<file path="src/rtl/periph_sram_slave.sv">
// Memory-mapped peripheral slave on a simple SRAM-style bus: LED, switches, free-running timer
// with compare interrupt, and a scratch register. Reads return data one cycle after the request.
module periph_sram_slave #(
    parameter logic [31:0] ADDR_MASK = 32'h0000_00FF
) (
    input  logic        clk,
    input  logic        resetn,
    input  logic        en,
    input  logic [3:0]  wen,
    input  logic [31:0] addr,
    input  logic [31:0] wdata,
    output logic [31:0] rdata,
    input  logic [7:0]  switch_in,
    output logic [15:0] led_out,
    output logic        timer_int
);

    localparam logic [29:0] IdxLed     = 30'd0;
    localparam logic [29:0] IdxSwitch  = 30'd1;
    localparam logic [29:0] IdxTimer   = 30'd2;
    localparam logic [29:0] IdxCompare = 30'd3;
    localparam logic [29:0] IdxStatus  = 30'd4;
    localparam logic [29:0] IdxScratch = 30'd5;

    logic [15:0] led_q, led_d;
    logic [7:0]  sw1_q, sw1_d, sw2_q, sw2_d;
    logic [31:0] timer_q, timer_d;
    logic [31:0] compare_q, compare_d;
    logic        pend_q, pend_d;
    logic        ien_q, ien_d;
    logic [31:0] scratch_q, scratch_d;
    logic [31:0] rdata_q, rdata_d;
    logic        timer_int_q, timer_int_d;

    logic [29:0] word;
    logic        wr, rd;
    logic [31:0] timer_inc;
    logic [31:0] rd_val;
    logic        unused_addr;

    assign word        = addr[31:2] & ADDR_MASK[31:2];
    assign wr          = en & (|wen);
    assign rd          = en & ~(|wen);
    assign unused_addr = ^addr[1:0];

    function automatic logic [31:0] lane_merge(input logic [31:0] old_val,
                                               input logic [31:0] new_val,
                                               input logic [3:0]  be);
        logic [31:0] res;
        for (int i = 0; i < 4; i++) begin
            res[8*i +: 8] = be[i] ? new_val[8*i +: 8] : old_val[8*i +: 8];
        end
        return res;
    endfunction

    always_comb begin
        rd_val = 32'h0;
        case (word)
            IdxLed:     rd_val = {16'h0, led_q};
            IdxSwitch:  rd_val = {24'h0, sw2_q};
            IdxTimer:   rd_val = timer_q;
            IdxCompare: rd_val = compare_q;
            IdxStatus:  rd_val = {30'h0, ien_q, pend_q};
            IdxScratch: rd_val = scratch_q;
            default:    rd_val = 32'h0;
        endcase
    end

    always_comb begin
        led_d       = led_q;
        compare_d   = compare_q;
        scratch_d   = scratch_q;
        ien_d       = ien_q;
        pend_d      = pend_q;
        sw1_d       = switch_in;
        sw2_d       = sw1_q;
        timer_inc   = timer_q + 32'd1;
        timer_d     = timer_inc;
        rdata_d     = rd ? rd_val : rdata_q;
        timer_int_d = pend_q & ien_q;

        if (wr) begin
            case (word)
                IdxLed: begin
                    if (wen[0]) led_d[7:0]  = wdata[7:0];
                    if (wen[1]) led_d[15:8] = wdata[15:8];
                end
                // Unwritten timer lanes keep counting
                IdxTimer:   timer_d   = lane_merge(timer_inc, wdata, wen);
                IdxCompare: compare_d = lane_merge(compare_q, wdata, wen);
                IdxStatus: begin
                    if (wen[0]) begin
                        ien_d = wdata[1];
                        if (wdata[0]) pend_d = 1'b0;
                    end
                end
                IdxScratch: scratch_d = lane_merge(scratch_q, wdata, wen);
                default: ;
            endcase
        end

        // A compare match overrides a simultaneous write-1-to-clear
        if (timer_q == compare_q) pend_d = 1'b1;
    end

    always_ff @(posedge clk or negedge resetn) begin
        if (!resetn) begin
            led_q       <= 16'hFFFF;
            sw1_q       <= 8'h0;
            sw2_q       <= 8'h0;
            timer_q     <= 32'h0;
            compare_q   <= 32'hFFFF_FFFF;
            pend_q      <= 1'b0;
            ien_q       <= 1'b0;
            scratch_q   <= 32'h0;
            rdata_q     <= 32'h0;
            timer_int_q <= 1'b0;
        end else begin
            led_q       <= led_d;
            sw1_q       <= sw1_d;
            sw2_q       <= sw2_d;
            timer_q     <= timer_d;
            compare_q   <= compare_d;
            pend_q      <= pend_d;
            ien_q       <= ien_d;
            scratch_q   <= scratch_d;
            rdata_q     <= rdata_d;
            timer_int_q <= timer_int_d;
        end
    end

    assign rdata     = rdata_q;
    assign led_out   = led_q;
    assign timer_int = timer_int_q;

endmodule

</file>
<file path="config.mk">
export PLATFORM = sky130hd
export DESIGN_NAME = periph_sram_slave
export DESIGN_NICKNAME = d
export VERILOG_FILES = /design/src/rtl/periph_sram_slave.sv
export SDC_FILE = /design/constraint.sdc
export NUM_CORES = 1
export LEC_CHECK = 0
export BUFFER_PORTS_ARGS = -buffer_cell sky130_fd_sc_hd__clkbuf_2
export CELL_PAD_IN_SITES_DETAIL_PLACEMENT = 0
export CELL_PAD_IN_SITES_GLOBAL_PLACEMENT = 2
export CORE_ASPECT_RATIO = 1.75
export CORE_MARGIN = 2
export CORE_UTILIZATION = 34
export CTS_CLUSTER_DIAMETER = 200
export DETAILED_ROUTE_END_ITERATION = 16
export PLACE_DENSITY_LB_ADDON = 0.1
export REMOVE_ABC_BUFFERS = 1
export SLEW_MARGIN = 20
export SYNTH_ARGS = -nofsm -noshare
export SYNTH_HDL_FRONTEND = slang
export SYNTH_SLANG_ARGS = --single-unit
</file>
<file path="constraint.sdc">
create_clock -name clk -period 1.75 [get_ports clk]
set_input_delay 0.175 -clock clk [delete_from_list [all_inputs] [get_ports clk]]
set_output_delay 0.175 -clock clk [all_outputs]
set_load 0.01 [all_outputs]
</file>
[Word-level counts from Yosys, hierarchy flattened]
Index checks and enable logic that the tools add are counted.
Word-level totals
  flip-flop bits (word level): 163
  bits of input ports: 79
  output and inout bits: 49
  logic and storage cells: 58
Operators by class
  add/subtract/negate cells: 1
  eq/ne operators: 6
  mux-type cells: 12
  bitwise operators: 4
  reduce and logical (&&, ||, !) cells: 18
Operator list (number)
  $pmux 32 s6: 1
  $mux 32: 2
  $reduce_and 3->1: 11
  $add 32x1->32 const B: 1
  $eq 32x32->1: 1
  $mux 8: 4
  $logic_not 30->1: 1
  $eq 6x2->1 const B: 2
  $eq 6x3->1 const B: 2
  $reduce_bool 2->1: 4
  $eq 6x1->1 const B: 1
  $mux 1: 5
  $reduce_and 4->1: 1
  $reduce_or 4->1: 1
  $and 1x1->1: 3
  $not 1->1: 1

[Logic depth before layout (Yosys ltp)]
  depth after elaboration: 5
  depth in mapped cells: 9
  mapped depth without buffers: 6

[Worst setup path before layout]
Ideal clock, no wire load.
  kind: input to register
  from: input addr[7]
  to: register compare_q[0]
  library setup time: 82 ps
  data arrival time: 1690 ps
  required time: 1668 ps
  path slack: -22 ps
  cell stages on the path: 7
  path buffers: 3
  path through: or3_1 > buf_6 > nor3b_2 > buf_6 > and4_4 > buf_8 > mux2_4
Between the ends
  word-level cells in the longest chain between the ends: 2
Ends and longest elaborated chain
  start, declared: RTL line 10  | input logic [31:0] addr,
  $eq 6x2->1: RTL line 83  | case (word)
  $reduce_and 3->1 (no source line)
  end signal, assigned: RTL line 123  | compare_q <= compare_d;
  end, declared: RTL line 28  | logic [31:0] compare_q, compare_d;
No other way between the ends.
A chain may end at the register's enable or synchronous reset.

[Worst setup path after layout]
  from: register timer_q[1]
  to: register timer_q[30]
Between the ends
  word-level cells in the longest chain between the ends: 4
Ends and longest elaborated chain
  start, declared: RTL line 27  | logic [31:0] timer_q, timer_d;
  start signal, assigned: RTL line 122  | timer_q <= timer_d;
  $add 32x1->32 (*): RTL line 77  | timer_inc = timer_q + 32'd1;
  $mux 8: RTL line 51  | res[8*i +: 8] = be[i] ? new_val[8*i +: 8] : old_val[8*i +: 8];
  $mux 32: RTL line 83
  $mux 32 (*): RTL line 82  | if (wr) begin
  via timer_d[30]: RTL line 27
The timed path passes the listed nets; every way through them passes the cells marked *.

==> flow_summary_export.csv <==
group,metric,value,unit
outcome,status,"complete, but fails checks",
outcome,violations,"negative setup slack",
finish,final_cells,1152,
timing,final.setup.worst_slack,-0.00118,ns
timing,rsz0062_at_grt,"yes",
grt,grt-ovfl-total,0,
detailed_routing,drt_first_iter_violations,218,
power,cellPowerDensity,1010,nW/um^2
worst_setup_path,crit_arrival,2.07,ns
placement,dp_cells,1090,
die,placementRows,73,
clocking,cts_buffer_depth,2,
worst_setup_path,crit_fanout,8,
logic_synthesis,avgSynthCellArea,12.1,um^2
detailed_routing,dr.pass1.iters,4,
logic_synthesis,async_flop_share,100,%
power,leakagePower,4.45,nW
timing,slew_violations,0,
finish,nNetsFinal,919,
logic_synthesis,synth_edf_count,0,
logic_synthesis,synth.area.top_cells,"dfrtp_1 (37%), dfstp_2 (16%), mux2_2 (15%)",
timing,setup-violations-final,1,
timing,period_share,100,%
detailed_routing,ant_nets,0,
hold_path,hold_path.class,"input port to register",
clocking,worstSkewPairLatency,0.44,ns
finish,nFillCells,2219,
worst_setup_path,r2r_start,"timer_q[1]",
clocking,clk_pin_slew,0.07,ns
hold_path,hold_depth,3,
worst_setup_path,crit_chain,"ha_2, and3_4, nand4_4, nor4_2, xnor2_1, o21ai_1",
clocking,clockRootBuffer,"clkbuf_16",
timing,fin_tns_setup,-0.00118,ns
worst_setup_path,critPathCaptureType,"register",
worst_setup_path,r2r_slack,-0.001,ns
die,dieArea,24300,um^2
logic_synthesis,synth_top_cell_area_share,36.8,%
logic_synthesis,netlist_instances,645,
logic_synthesis,syn_area,7820,um^2
clocking,cts_max_level,4,
timing,finalHoldViolCount,0,
worst_setup_path,worstSetupStartpoint,"timer_q[1]",
power,ir_worst_vdd,0.000660,V
logic_synthesis,ys_warn_count,0,
detailed_routing,vias,5762,
worst_setup_path,slowest_delay,0.41,ns
die,die_w,119,um
timing,fin_crit,1.75,ns
grt,gr-usage-all-layers,19.5,%
finish,num_antenna_cells,0,
worst_setup_path,endpoint,"timer_q[30]",
grt,grt_pass1_wl,35600,um
grt,grt_start_max_net_pins,50,
die,start_util,34.5,%
logic_synthesis,synthFlopType,"dfrtp_1",
detailed_routing,remaining_drc_errors,0,
detailed_routing,vias_per_cell,5.00,
timing,tightest_slew,0.508,ns
logic_synthesis,synth_area_leader_cell,"dfrtp_1",
clocking,cts_tree,"yes",
finish,fin_util,45.4,%
job,maxCapViolCount,0,
die,coreArea,22700,um^2
clocking,cts.sinks,163,
timing,whs,0.0265,ns
worst_setup_path,cp.required,2.07,ns
worst_setup_path,startpoint_type,"register",
clocking,cts_buffers,17,
placement,gp_congestion,0.842,
finish,syn_to_final_growth,31.4,%
placement,port_buffers,101,
detailed_routing,wire_per_inst,19.7,um
logic_synthesis,ys_top_cells_by_count,"dfrtp_1 (115), mux2_2 (105), nand2_1 (60), o21ai_0 (55), xnor2_1 (49)",
finish,drive_above_1_share,48.4,%
detailed_routing,wl,22700,um
worst_setup_path,slowest_stage,"dfrtp_1",
power,power.total,10.4,mW
logic_synthesis,synth_most_common_cell,"dfrtp_1",
placement,hpwl,16900,um
logic_synthesis,ys_types,41,
timing,max_freq,0.571,GHz
grt,grt_pass1_vias,6286,
die,ios,128,
logic_synthesis,ys_seq_elements,163,
worst_setup_path,r2r-end,"timer_q[30]",
worst_setup_path,path_delay_family,"simple AND/OR/NAND/NOR gates",
grt,antenna_found_initial,0,
timing,slew_headroom,66.1,%
timing,skew,0.0109,ns
worst_setup_path,cp.depth,6,
worst_setup_path,worstSetupPathType,"register to register",
worst_setup_path,crit_buf_inv,0,
die,fp.dieH,205,um
logic_synthesis,ys_seq_area_share,52.9,%
worst_setup_path,rr_worst_depth,6,
final cells by class:
| class | instances | area, um^2 | area share (%) |
|---|---|---|---|
| inverters | 4 | 15.0 | 0.146 |
| multi-input cells | 437 | 3560 | 34.6 |
| clock buffers | 21 | 480 | 4.68 |
| well taps | 300 | 375 | 3.65 |
| repair buffers | 216 | 1580 | 15.4 |
| flip-flops and latches | 163 | 4140 | 40.3 |
| clock inverters | 11 | 128 | 1.24 |
cells by family (layout without fill, tap and decap cells):
| group | Yosys count | in the layout | synth area share (%) |
|---|---|---|---|
| AOI/OAI and AO/OA | 108 | 108 | 8.77 |
| xor gates and xnor gates | 62 | 62 | 6.94 |
| adders and majority gates | 1 | 1 | 0.160 |
| buffers and inverters | 45 | 252 | 2.96 |
| DFF | 163 | 163 | 52.9 |
| muxes | 115 | 115 | 16.9 |
| and+or+nand+nor | 151 | 151 | 11.3 |
tightest hold or removal path, cell delays in order:
cell and delay (ns):
clkbuf_2 0.12, nand2_1 0.06, o21ai_0 0.07
per-layer routing:
layer	GRT usage [%]	vias to the layer above	wire [um]
met5	0	-	0
met4	8.04	0	596
met3	3.54	33	606
met2	36.7	104	12700
met1	21.2	2906	8800
li1	-	2719	-
placed cells by master, fill, tap and decap left out, types with 5 or more instances in the layout:
master         instances
nand3_1               13
o21ai_0               54
nand2_1               60
nand4_1               14
mux2_4                 8
mux2_2               105
a21oi_1                8
nand4_4                5
xnor2_1               48
dfrtp_1              115
and3_1                 5
nor2_1                13
clkbuf_16             17
dlygate4sd3_1         27
buf_6                  5
buf_12                10
buf_4                 74
a222oi_1              14
a22oi_1               24
xor2_1                13
dfstp_2               48
clkbuf_2             100
metrics by stage:
stage / cell area [um^2] / worst slack (ns)
global placement: 9260 / -0.349
detailed placement: 9260 / -0.342
finish: 10300 / -0.00118
floorplan: 7600 / -1.35
CTS: 10200 / 0.00188
global route: 10300 / -0.0569
timing repair:
action	in CTS	in global routing
endpoints found under the hold margin	62	0
gates resized for setup	9	17
setup endpoints to repair	5	11
setup buffers	0	3
pin swaps	2	9
hold buffers	27	0
registers in the layout (all words and copies together), names as in the netlist:
signal     cells
pend_q         1
timer_q       32
scratch_q     32
led_out       16
sw2_q          8
compare_q     32
timer_int      1
sw1_q          8
ien_q          1
rdata         32
worst min path at each step:
| stage | start | end | slack [ns] |
|---|---|---|---|
| after floorplan | resetn | ien_q | -0.12 |
| after detailed placement | resetn | rdata[17] | 0.16 |
| after global placement | resetn | rdata[17] | 0.16 |
| final | wdata[5] | timer_q[5] | 0.03 |
| after global routing | wdata[31] | scratch_q[31] | 0.03 |
| after CTS | wdata[7] | timer_q[7] | 0.009 |
power by group:
| group | internal (mW) | switching [mW] | leakage [nW] |
|---|---|---|---|
| sequential | 4.23 | 0.337 | 2.01 |
| combinational | 1.03 | 0.939 | 2.15 |
| clock | 2.26 | 1.58 | 0.291 |
Power figures use the tool's default switching activity.
